[config.mk]
export PLATFORM = sky130hd
export DESIGN_NAME = id_ex_pipe_reg
export DESIGN_NICKNAME = d
export VERILOG_FILES = /design/src/rtl/id_ex_pipe_reg.sv
export SDC_FILE = /design/constraint.sdc
export NUM_CORES = 1
export LEC_CHECK = 0
export BUFFER_PORTS_ARGS = -buffer_cell sky130_fd_sc_hd__buf_2
export CAP_MARGIN = 20
export CORE_MARGIN = 1.5
export CORE_UTILIZATION = 35
export DETAILED_ROUTE_END_ITERATION = 10
export HOLD_SLACK_MARGIN = 0.12
export PLACE_DENSITY = 0.66
export SLEW_MARGIN = 20
export SYNTH_ARGS = -nofsm -noshare
export SYNTH_HDL_FRONTEND = slang
export SYNTH_SLANG_ARGS = --single-unit
export TNS_END_PERCENT = 100
[constraint.sdc]
create_clock -name clk -period 1.6 [get_ports clk]
set_input_delay 0 -clock clk [delete_from_list [all_inputs] [get_ports clk]]
set_output_delay 0 -clock clk [all_outputs]
set_load 0.05 [all_outputs]
[src/rtl/id_ex_pipe_reg.sv]
`default_nettype none
// ============================================================================
// Module   : id_ex_pipe_reg
// Brief    : ID/EX pipeline register with stall hold, flush bubbles and a
//            saturating bubble counter.
// Revision : 1.0 - initial release
// ============================================================================
module id_ex_pipe_reg #(
  parameter int DATA_W  = 32,
  parameter int RADDR_W = 5
) (
  input  logic               clk,
  input  logic               rst_n,
  input  logic               stall,
  input  logic               flush,
  input  logic               id_valid,
  input  logic [6:0]         id_ctrl,
  input  logic [1:0]         id_alu_op,
  input  logic [2:0]         id_funct3,
  input  logic [6:0]         id_funct7,
  input  logic [DATA_W-1:0]  id_pc,
  input  logic [DATA_W-1:0]  id_rd1,
  input  logic [DATA_W-1:0]  id_rd2,
  input  logic [DATA_W-1:0]  id_imm,
  input  logic [RADDR_W-1:0] id_rs1,
  input  logic [RADDR_W-1:0] id_rs2,
  input  logic [RADDR_W-1:0] id_rd,
  output logic               ex_valid,
  output logic [6:0]         ex_ctrl,
  output logic [1:0]         ex_alu_op,
  output logic [2:0]         ex_funct3,
  output logic [6:0]         ex_funct7,
  output logic [DATA_W-1:0]  ex_pc,
  output logic [DATA_W-1:0]  ex_rd1,
  output logic [DATA_W-1:0]  ex_rd2,
  output logic [DATA_W-1:0]  ex_imm,
  output logic [RADDR_W-1:0] ex_rs1,
  output logic [RADDR_W-1:0] ex_rs2,
  output logic [RADDR_W-1:0] ex_rd,
  output logic [15:0]        ex_bubble_cnt
);

  localparam logic [15:0] c_cnt_max = 16'hFFFF;

  logic               r_valid;
  logic [6:0]         r_ctrl;
  logic [1:0]         r_alu_op;
  logic [2:0]         r_funct3;
  logic [6:0]         r_funct7;
  logic [DATA_W-1:0]  r_pc;
  logic [DATA_W-1:0]  r_rd1;
  logic [DATA_W-1:0]  r_rd2;
  logic [DATA_W-1:0]  r_imm;
  logic [RADDR_W-1:0] r_rs1;
  logic [RADDR_W-1:0] r_rs2;
  logic [RADDR_W-1:0] r_rd;
  logic [15:0]        r_bubble_cnt;

  always_ff @(posedge clk or negedge rst_n) begin
    if (!rst_n) begin
      r_valid      <= 1'b0;
      r_ctrl       <= '0;
      r_alu_op     <= '0;
      r_funct3     <= '0;
      r_funct7     <= '0;
      r_pc         <= '0;
      r_rd1        <= '0;
      r_rd2        <= '0;
      r_imm        <= '0;
      r_rs1        <= '0;
      r_rs2        <= '0;
      r_rd         <= '0;
      r_bubble_cnt <= '0;
    end else if (flush) begin
      r_valid  <= 1'b0;
      r_ctrl   <= '0;
      r_alu_op <= '0;
      r_funct3 <= '0;
      r_funct7 <= '0;
      r_pc     <= '0;
      r_rd1    <= '0;
      r_rd2    <= '0;
      r_imm    <= '0;
      r_rs1    <= '0;
      r_rs2    <= '0;
      r_rd     <= '0;
      if (r_bubble_cnt != c_cnt_max) begin
        r_bubble_cnt <= r_bubble_cnt + 16'd1;
      end
    end else if (!stall) begin
      // A non-instruction must never carry control side effects into EX.
      r_valid  <= id_valid;
      r_ctrl   <= id_valid ? id_ctrl : 7'd0;
      r_alu_op <= id_alu_op;
      r_funct3 <= id_funct3;
      r_funct7 <= id_funct7;
      r_pc     <= id_pc;
      r_rd1    <= id_rd1;
      r_rd2    <= id_rd2;
      r_imm    <= id_imm;
      r_rs1    <= id_rs1;
      r_rs2    <= id_rs2;
      r_rd     <= id_rd;
    end
  end

  assign ex_valid      = r_valid;
  assign ex_ctrl       = r_ctrl;
  assign ex_alu_op     = r_alu_op;
  assign ex_funct3     = r_funct3;
  assign ex_funct7     = r_funct7;
  assign ex_pc         = r_pc;
  assign ex_rd1        = r_rd1;
  assign ex_rd2        = r_rd2;
  assign ex_imm        = r_imm;
  assign ex_rs1        = r_rs1;
  assign ex_rs2        = r_rs2;
  assign ex_rd         = r_rd;
  assign ex_bubble_cnt = r_bubble_cnt;

endmodule
`default_nettype wire

Word-level counts from Yosys, hierarchy flattened
Index checks and enable logic that the tools add are counted.
- output and inout bits: 179
- bits in registers: 179
- word-level logic and storage cells: 42
- multiplexer cells: 25
- equality and inequality tests: 2
- reduce and logical (&&, ||, !) cells: 1
- add/sub/neg operators: 1
- operators with widths (cell ; count):
    32-bit two-way mux ; 8
    7-bit two-way mux ; 5
    5-bit two-way mux ; 6
    16-bit by 1-bit adder with 16-bit output, second input constant ; 1
    16-bit inequality test, second input constant ; 1
    3-bit two-way mux ; 2
    2-bit two-way mux ; 2
    1-bit two-way mux ; 2
    2-bit by 1-bit inequality test with 1-bit output, second input constant ; 1
    2-bit AND reduction ; 1

Longest topological paths before layout
Gate-level depths: netlist (run 1).
- depth in word-level cells: 3
- mapped depth: 5
- mapped depth without buffers: 5

Worst setup path before layout (run 1)
No wires, ideal clock.
- path type: reg2reg
- start: register r_bubble_cnt[0], in the netlist ex_bubble_cnt[0]
- end: register r_bubble_cnt[1], in the netlist ex_bubble_cnt[1]
- path buffers: 0
- cell stages (with the launch flop): 6
- arrival: 1944 ps
- setup time: 125 ps
- period minus slack after synthesis: 2068 ps
- setup slack: -468 ps
- path through: dfrtp_1 -> ha_1 -> nand4_1 -> nor4_4 -> or2b_2 -> mux2_2
- longest elaborated chain between the ends: 2
- elaborated cells between the ends (all ways): 3
- classes of those cells: 1 x add/sub; 1 x eq/ne; 1 x reduce/logical
- ends and longest elaborated chain (what ; RTL line ; RTL):
    start: declaration ; 57 ; logic [15:0] r_bubble_cnt;
    start signal: assignment ; 88 ; r_bubble_cnt <= r_bubble_cnt + 16'd1;
    parallel branches: the longest is 2 deep, another holds 16-bit by 1-bit adder with 16-bit output ; n/a ;
Parallel ways; which one is timed is not known.
A chain may end at the register's enable or synchronous reset.

Final worst setup path (run 1)
Ends and elaborated chain as after synthesis.

==> impl_metrics.yaml, run 1 <==
status:
  status: "finished with violations"
  violations: "setup timing"
timing:
  hold_violations: 0
  fin_crit_ns: 1.63
  worstMarginPinSlew_ns: 0.766
  setup_tns_ns: -0.0285
  report.final.slew_viol_count: 0
  rsz0062_at_grt: "true"
  setup_viol: 1
  finalCritPeriodShare_pct: 102
  slew_headroom_pct: 48.8
  fin_skew_ns: 0.00659
  setup_ws_ns: -0.0285
  fmax_ghz: 0.614
global_route:
  grt_first_pass_wirelength_um: 37100
  overflow: 0
  track_usage_pct: 21.8
  grt_max_degree: 59
  first_global_vias: 7235
  antenna_found_initial: 1
place:
  hpwlAfterDp_um: 13900
  io_buffers: 345
  placedCellCount: 1211
  gp_congestion: 0.803
clock_network:
  clock-sinks: 179
  cts_root_buf: "clkbuf_16"
  cts_tree: "done"
  cts_buffers: 17
  cts_max_level: 4
  path_clk_slew_ns: 0.08
  cts_buffer_depth: 2
  clk_latency_ns: 0.42
synthesis:
  ys_types: 30
  syn_inst: 608
  synth_edf_count: 0
  yosysMostFrequentCell: "dfrtp_1"
  avgSynthCellArea_um2: 12.0
  ys_seq_area_share_pct: 61.6
  syn_nets: 776
  synth_top_area_share_pct: 61.6
  async_flop_share_pct: 100
  yosysTopAreaCell: "dfrtp_1"
  synth-main-ff-cell: "dfrtp_1"
  synth_seq_cells: 179
  synth_common_cells: "179 x dfrtp_1, 172 x nor2_1, 155 x mux2i_1"
  mappedNetlistArea_um2: 7280
  ys_warn_count: 0
  yosys-top-cells-area: "dfrtp_1 62%, mux2i_1 21%, nor2_1 8.9%"
min_path:
  holdCritPathClass: "in2reg"
routing:
  dr.pass1.iters: 5
  routed_via_density: 4.62
  wl_per_cell_um: 16.4
  drc: 0
  vias: 6701
  drtAntennaViolNets: 0
  initialDrtViolationCount: 239
  finalWirelength_um: 23800
critical_path:
  worstReg2RegStart: "ex_bubble_cnt[0]"
  path_buf_inv: 0
  arrival_ns: 1.94
  slowest_delay_ns: 0.41
  r2r_cells: 5
  r2r_end: "ex_bubble_cnt[1]"
  reg2reg_slack_ns: -0.03
  worstPathRequired_ns: 1.91
  end_kind: "flop"
  crit_slowest_cell: "dfrtp_2"
  endpoint: "ex_bubble_cnt[1]"
  critPathTopFamily: "simple AND/OR/NAND/NOR gates"
  crit_start: "ex_bubble_cnt[0]"
  path_max_fanout: 4
  startpoint_type: "flop"
  path_class: "reg2reg"
  path_cells: "ha_4 > nand4_1 > nor4_4 > or2b_4 > mux2_4"
  cp_num_cells: 5
power:
  peakVddDrop_mv: 0.715
  p_leak_nw: 6.64
  powerDensity_nw_per_um2: 1010
  p_total_mw: 12.3
finish:
  area_growth_syn_to_layout_pct: 66.8
  nets: 1336
  instances_no_fill: 1452
  utilization_pct: 59.8
  fillers: 1629
  drive_above_1_share_pct: 36.6
die:
  initial_core_util_pct: 35.8
  io_pins: 346
  fp.dieW_um: 147
  fp-row-count: 52
  die_area_um2: 21700
  die_h_um: 147
  placeableCoreArea_um2: 20300
run:
  drv_cap: 0
-- layout make-up --
type / instances / area, um2 / share of cell area [%]
Inverter: 1 / 3.75 / 0.0309
Timing Repair Buffer: 578 / 4070 / 33.5
Clock inverter: 13 / 116 / 0.959
Tap cell: 270 / 338 / 2.78
Antenna cell: 1 / 2.50 / 0.0206
Clock buffer: 19 / 433 / 3.57
Multi-Input combinational cell: 391 / 2680 / 22.1
Sequential cell: 179 / 4500 / 37.1
-- routing by layer --
| layer | track usage [%] | wire length (um) |
|---|---|---|
| met5 | 0 | 0 |
| met4 | 10.5 | 827 |
| met3 | 5.06 | 1200 |
| met2 | 38.5 | 12200 |
| met1 | 24.7 | 9510 |
-- how the worst min path moves through the flow --
stage	startpoint	to	slack, ns	depth (start not counted)
after detailed placement	rst_n	ex_imm[11]	-0.006	1
after CTS	stall	ex_imm[3]	0.24	4
after floorplan	rst_n	ex_alu_op[0]	-0.30	0
final	stall	ex_rd1[14]	0.25	4
after global routing	stall	ex_rd2[22]	0.24	4
after global placement	rst_n	ex_imm[11]	-0.01	1
-- registers in the layout, indices dropped and copies added (netlist names) --
signal and flops:
ex_imm 32, ex_pc 32, ex_rd1 32, ex_rd2 32, ex_bubble_cnt 16, ex_ctrl 7, ex_funct7 7, ex_rd 5
ex_rs1 5, ex_rs2 5, ex_funct3 3, ex_alu_op 2, ex_valid 1
-- kinds of logic after synthesis --
logic type,share of synthesized area (%)
and+or+nand+nor,11.9
DFF,61.6
muxes,21.6
buffers and inverters,2.24
AOI/OAI and AO/OA,1.14
xor gates and xnor gates,1.32
adders and majority gates,0.172
-- worst min-delay path: cells and delay by family --
kind	cells	cell delay, ns
buffers and inverters	2	0.43
and+or+nand+nor	1	0.05
muxes	1	0.15
-- through the flow --
stage / hold WS, ns / cell area, um2 / setup slack [ns]
floorplan: -0.296 / 7320 / -0.175
detailed placement: -0.00576 / 9490 / -0.0172
global route: 0.239 / 12100 / -0.126
finish: 0.246 / 12100 / -0.0285
CTS: 0.240 / 12100 / -0.0383
global placement: -0.0120 / 9490 / -0.00119
-- repair_timing --
action | CTS | global route
hold endpoints to repair | 345 | 0
gates resized for setup | 0 | 6
pin swaps | 0 | 7
hold buffers | 202 | 0
cloned | 0 | 0
setup endpoints to repair | 1 | 8
setup buffers | 0 | 6
-- power breakdown --
group | switching, mW | internal (mW)
clock network | 1.98 | 2.06
registers | 0.272 | 4.85
logic | 1.96 | 1.15
total | 4.21 | 8.05
-- cell usage in the layout, fill, tap and decap left out, types with 3 or more instances in the layout --
cell type	Yosys	routed
inv_8	0	3
dfrtp_1	179	163
inv_6	0	6
mux2i_1	155	155
dfrtp_2	0	16
buf_4	0	26
a21oi_1	8	8
buf_12	0	5
clkbuf_16	0	17
nand3_1	4	4
xor2_1	5	5
dlygate4sd3_1	0	202
xnor2_1	6	5
nand4_1	7	7
nor2_1	172	172
buf_2	16	342
nand2_1	8	8
Note: power is estimated with default switching activity, not from simulation.
==> run 2, diff against run 1 <==
--- a/config.mk
+++ b/config.mk
@@ -7,6 +7,7 @@
 export LEC_CHECK = 0
 export BUFFER_PORTS_ARGS = -buffer_cell sky130_fd_sc_hd__buf_2
 export CAP_MARGIN = 20
+export CORE_ASPECT_RATIO = 0.7
 export CORE_MARGIN = 1.5
 export CORE_UTILIZATION = 35
 export DETAILED_ROUTE_END_ITERATION = 10
==> run 2 against run 1 <==
  * Clock-buffer cell count unchanged
  * Clock power decreased by 1%
  * Highest routed layer unchanged
  * Sequential cell count unchanged
  * The flow now finishes without violations
  * Largest cell class unchanged
==> impl_metrics.yaml, run 2 (synthesized netlist as in run 1, its figures left out) <==
die:
  die_h_um: 124
  io_pins: 346
  initial_core_util_pct: 36.3
  fp-row-count: 43
  placeableCoreArea_um2: 20100
  fp.dieW_um: 175
  die_area_um2: 21700
power:
  comb_power_share_pct: 24.8
  powerDensity_nw_per_um2: 1010
  internal_power_mw: 7.97
  sequentialPowerShare_pct: 42.2
  switching_share_pct: 34.0
  p_leak_nw: 6.48
  pwr-share-clk_pct: 32.9
  peakVddDrop_mv: 0.589
  total_switching_power_mw: 4.11
critical_path:
  slowest_delay_ns: 0.40
  reg2reg_slack_ns: 0.05
  end_kind: "flop"
  path_class: "reg2reg"
  crit_slowest_cell: "dfrtp_2"
  arrival_ns: 1.86
  startpoint_type: "flop"
  path_max_fanout: 5
  worstPathRequired_ns: 1.91
  path_cells: "nand4_1 > nor4_4 > or2b_4 > mux2_4"
finish:
  multi_input_area_um2: 2670
  layout_common_cells: "342 x buf_2, 188 x dlygate4sd3_1, 172 x nor2_1, 163 x dfrtp_1, 155 x mux2i_1"
  area_growth_syn_to_layout_pct: 63.8
  nets: 1311
  utilization_pct: 59.4
  num_antenna_cells: 0
  fillers: 1589
  drive_above_1_share_pct: 36.1
  seqCellArea_um2: 4500
  layout_commonest_cell: "buf_2"
  final_cell_area_um2: 11900
clock_network:
  cts_buffer_depth: 2
  cts_max_level: 4
  cts_buffers: 17
  cts_tree: "done"
  cts_root_buf: "clkbuf_16"
  clk_latency_ns: 0.42
  clock-sinks: 179
  path_clk_slew_ns: 0.07
timing:
  hold_violations: 0
  slew_headroom_pct: 31.9
  fin_skew_ns: 0.00709
  fin_crit_ns: 1.55
  worstMarginPinSlew_ns: 1.02
  rsz0062_at_grt: "true"
  finalCritPeriodShare_pct: 97.2
  report.final.slew_viol_count: 0
  fmax_ghz: 0.643
  setup_viol: 0
place:
  io_buffers: 345
  hpwlAfterDp_um: 14400
  dpl-instance-area_um2: 9440
  gp_congestion: 0.790
routing:
  routed_via_density: 4.64
  drtAntennaViolNets: 0
  dr.pass1.iters: 4
  wl_per_cell_um: 16.5
  initialDrtViolationCount: 351
  finalWirelength_um: 23500
  drc: 0
  vias: 6622
global_route:
  antenna_found_initial: 0
  track_usage_pct: 21.4
  grt_first_pass_wirelength_um: 35900
  overflow: 0
  grt_max_degree: 96
  first_global_vias: 7012
min_path:
  holdCritPathClass: "in2reg"
status:
  status: "finished clean"
run:
  drv_cap: 0
run 2: cell count changes in the layout (fill, tap and decap cells not counted), moves of 2 or more:
| cell | change |
|---|---|
| inv_6 | -3 |
| clkinvlp_4 | +2 |
| buf_4 | -12 |
| dlygate4sd3_1 | -14 |
| inv_8 | +2 |
run 2: what timing repair did:
| action | CTS | global route |
|---|---|---|
| endpoints found under the hold margin | 349 | 0 |
| buffers inserted | 0 | 5 |
| hold buffers | 188 | 0 |
| setup endpoints to repair | 0 | 6 |
| gates resized for setup | 0 | 1 |
run 2: final cells by class:
cell class	instances	share of cell area, %
clock buffers	19	3.63
clock inverters	13	0.997
inverters	1	0.0315
multi-input cells	391	22.4
flip-flops and latches	179	37.8
well taps	270	2.83
repair buffers	553	32.4
run 2: worst max-delay path: cells and delay by family (launching register included):
family           cells  cell delay (ns)
muxes                1             0.29
DFF                  1             0.40
and+or+nand+nor      3             0.73
run 2: worst paths after layout:
| path | from | end | cells after the start |
|---|---|---|---|
| hold reg to reg | ex_bubble_cnt[15] | ex_bubble_cnt[15] | 1 |
| max in group asynchronous | rst_n | ex_rd1[22] | 4 |
| hold / removal | id_rd1[30] | ex_rd1[30] | 4 |
| setup reg to reg | ex_bubble_cnt[14] | ex_bubble_cnt[1] | 4 |
| min in group asynchronous | rst_n | ex_rs1[0] | 3 |
| setup / recovery | ex_bubble_cnt[14] | ex_bubble_cnt[1] | 4 |
run 2: metal layers:
metal | track usage (%) | part of all wire [%] | up-vias | wire length [um]
met4 | 7.91 | 2.3 | 0 | 537
met1 | 24.1 | 39 | 3196 | 9140
met5 | 0 | 0 | - | 0
li1 | - | - | 3112 | -
met3 | 6.87 | 8.2 | 37 | 1940
met2 | 38.5 | 51 | 277 | 11900
run 2: per-stage QoR:
step | instances | hold slack (ns) | total power, mW | TNS (ns) | setup WS, ns
final | 1426 | 0.357 | 12.1 | 0 | 0.0452
after global routing | 1426 | 0.326 | 12.6 | -0.0757 | -0.0252
after CTS | 1421 | 0.327 | 12.1 | 0 | 0.0258
after detailed placement | 1201 | -0.0272 | 7.77 | 0 | 0.0405
after global placement | 1201 | -0.0257 | 7.74 | 0 | 0.0682
after floorplan | 608 | -0.296 | 6.90 | -0.175 | -0.175
run 2: power by group through the flow:
stage / clock network, mW / logic [mW] / registers, mW
2_1_floorplan: 0 / 0.648 / 6.26
3_3_place_gp: 0 / 2.57 / 5.17
3_5_place_dp: 0 / 2.59 / 5.18
4_1_cts: 4.08 / 2.97 / 5.10
5_1_grt: 4.30 / 3.18 / 5.15
6_report: 3.98 / 3.00 / 5.11
==> run 3, diff against run 2 <==
--- a/config.mk
+++ b/config.mk
@@ -9,10 +9,10 @@
 export CAP_MARGIN = 20
 export CORE_ASPECT_RATIO = 0.7
 export CORE_MARGIN = 1.5
-export CORE_UTILIZATION = 35
+export CORE_UTILIZATION = 42
 export DETAILED_ROUTE_END_ITERATION = 10
 export HOLD_SLACK_MARGIN = 0.12
-export PLACE_DENSITY = 0.66
+export PLACE_DENSITY = 0.76
 export SLEW_MARGIN = 20
 export SYNTH_ARGS = -nofsm -noshare
 export SYNTH_HDL_FRONTEND = slang
==> run 3 against run 2 <==
  * Clock power up 9.5%
  * Worst setup slack better by 0.018 ns
  * First-iteration DRC count up 48%
  * Maximum frequency up 1.2%
==> impl_metrics.yaml, run 3 (synthesized netlist as in run 1, its figures left out) <==
power:
  pwr-share-clk_pct: 34.7
  peakVddDrop_mv: 0.630
  total_switching_power_mw: 4.09
  p_leak_nw: 6.69
  powerDensity_nw_per_um2: 1030
  comb_power_share_pct: 24.5
  switching_share_pct: 32.6
  p_total_mw: 12.6
  internal_power_mw: 8.47
  sequentialPowerShare_pct: 40.8
global_route:
  grt_first_pass_wirelength_um: 37900
  overflow: 0
  antenna_found_initial: 0
  grt_max_degree: 88
  track_usage_pct: 26.8
  first_global_vias: 7347
clock_network:
  cts_buffers: 17
  path_clk_slew_ns: 0.07
  clock-sinks: 179
  cts_root_buf: "clkbuf_16"
  cts_buffer_depth: 2
  clk_latency_ns: 0.42
  cts_tree: "done"
  cts_max_level: 4
timing:
  fmax_ghz: 0.651
  fin_skew_ns: 0.00977
  fin_crit_ns: 1.54
  hold_violations: 0
  finalCritPeriodShare_pct: 96.0
  worstMarginPinSlew_ns: 0.806
  slew_headroom_pct: 46.3
  rsz0062_at_grt: "true"
  setup_viol: 0
  report.final.slew_viol_count: 0
critical_path:
  startpoint_type: "flop"
  path_class: "reg2reg"
  worstPathRequired_ns: 1.90
  path_max_fanout: 4
  end_kind: "flop"
  arrival_ns: 1.84
die:
  fp.dieW_um: 160
  placeableCoreArea_um2: 17100
  die_h_um: 113
  initial_core_util_pct: 42.6
  fp-row-count: 40
  io_pins: 346
  die_area_um2: 18100
status:
  status: "finished clean"
routing:
  routed_via_density: 4.95
  finalWirelength_um: 24200
  dr.pass1.iters: 5
  drtAntennaViolNets: 0
  vias: 6971
  wl_per_cell_um: 17.2
  drc: 0
  initialDrtViolationCount: 520
finish:
  drive_above_1_share_pct: 35.8
  seqCellArea_um2: 4500
  instances_no_fill: 1409
  multi_input_area_um2: 2670
  layout_commonest_cell: "buf_2"
  nets: 1333
  num_antenna_cells: 0
  fillers: 1087
  layout_common_cells: "342 x buf_2, 206 x dlygate4sd3_1, 172 x nor2_1, 163 x dfrtp_1, 155 x mux2i_1"
  area_growth_syn_to_layout_pct: 67.4
min_path:
  holdCritPathClass: "in2reg"
place:
  gp_congestion: 0.794
  placedCellCount: 1169
  io_buffers: 345
  hpwlAfterDp_um: 13200
run:
  drv_cap: 0
-- run 3: cell types whose count changed in the layout (fill, tap and decap cells not counted), sizes merged --
cell | before | now
buf | 364 | 368
bufinv | 0 | 3
clkbuf | 20 | 21
clkinv | 2 | 3
clkinvlp | 3 | 2
dlygate4sd3 | 188 | 206
inv | 9 | 5
-- run 3: worst paths after layout --
kind	start	endpoint	slack [ns]	cells after the start
setup / recovery	ex_bubble_cnt[0]	ex_bubble_cnt[1]	0.06	5
hold / removal	stall	ex_ctrl[5]	0.15	3
setup reg to reg	ex_bubble_cnt[0]	ex_bubble_cnt[1]	0.06	5
hold reg to reg	ex_bubble_cnt[15]	ex_bubble_cnt[15]	0.49	1
max in group asynchronous	rst_n	ex_pc[4]	0.31	4
min in group asynchronous	rst_n	ex_imm[2]	0.68	3
-- run 3: layout make-up --
cell class              instances  area share, %
clock buffers                  20           3.58
flip-flops and latches        179           36.9
inverters                       1         0.0308
clock inverters                12           1.41
repair buffers                575           33.8
well taps                     231           2.37
multi-input cells             391           21.9
-- run 3: power groups by stage --
| stage | registers, mW | logic [mW] | clock network (mW) |
|---|---|---|---|
| 2_1_floorplan | 6.26 | 0.648 | 0 |
| 3_3_place_gp | 5.16 | 2.57 | 0 |
| 3_5_place_dp | 5.18 | 2.59 | 0 |
| 4_1_cts | 5.10 | 3.00 | 4.41 |
| 5_1_grt | 5.16 | 3.23 | 4.60 |
| 6_report | 5.12 | 3.08 | 4.36 |
-- run 3: critical path, stage by stage (launching register included) --
cell and delay [ns]:
dfrtp_2 0.40, ha_4 0.15, nand4_1 0.17, nor4_4 0.22, or2b_4 0.18, mux2_4 0.29
-- run 3: metrics by stage --
step	util [%]	cell area, um2	hold slack (ns)	TNS [ns]	worst slack (ns)
finish	71.4	12200	0.151	0	0.0633
global route	71.4	12200	0.155	-0.105	-0.0398
CTS	71.2	12200	0.121	0	0.0436
detailed placement	55.6	9480	-0.0177	0	0.0586
global placement	55.6	9480	-0.0129	0	0.0646
floorplan	-	7320	-0.296	-0.175	-0.175
-- run 3: repair_timing --
item                                    4_1_cts  5_1_grt
endpoints found under the hold margin       345        0
buffers inserted                              0        2
endpoints found under the setup margin        0        6
resized for setup                             0        2
hold buffers                                206        0
-- run 3: metal layers --
layer | track usage (%) | vias to the layer above | routed length, um | part of all wire, %
met3 | 6.63 | 59 | 1580 | 6.5
met4 | 11.4 | 0 | 641 | 2.6
li1 | - | 3159 | - | -
met5 | 0 | - | 0 | 0
met2 | 48.7 | 318 | 12600 | 52
met1 | 30.2 | 3435 | 9370 | 39
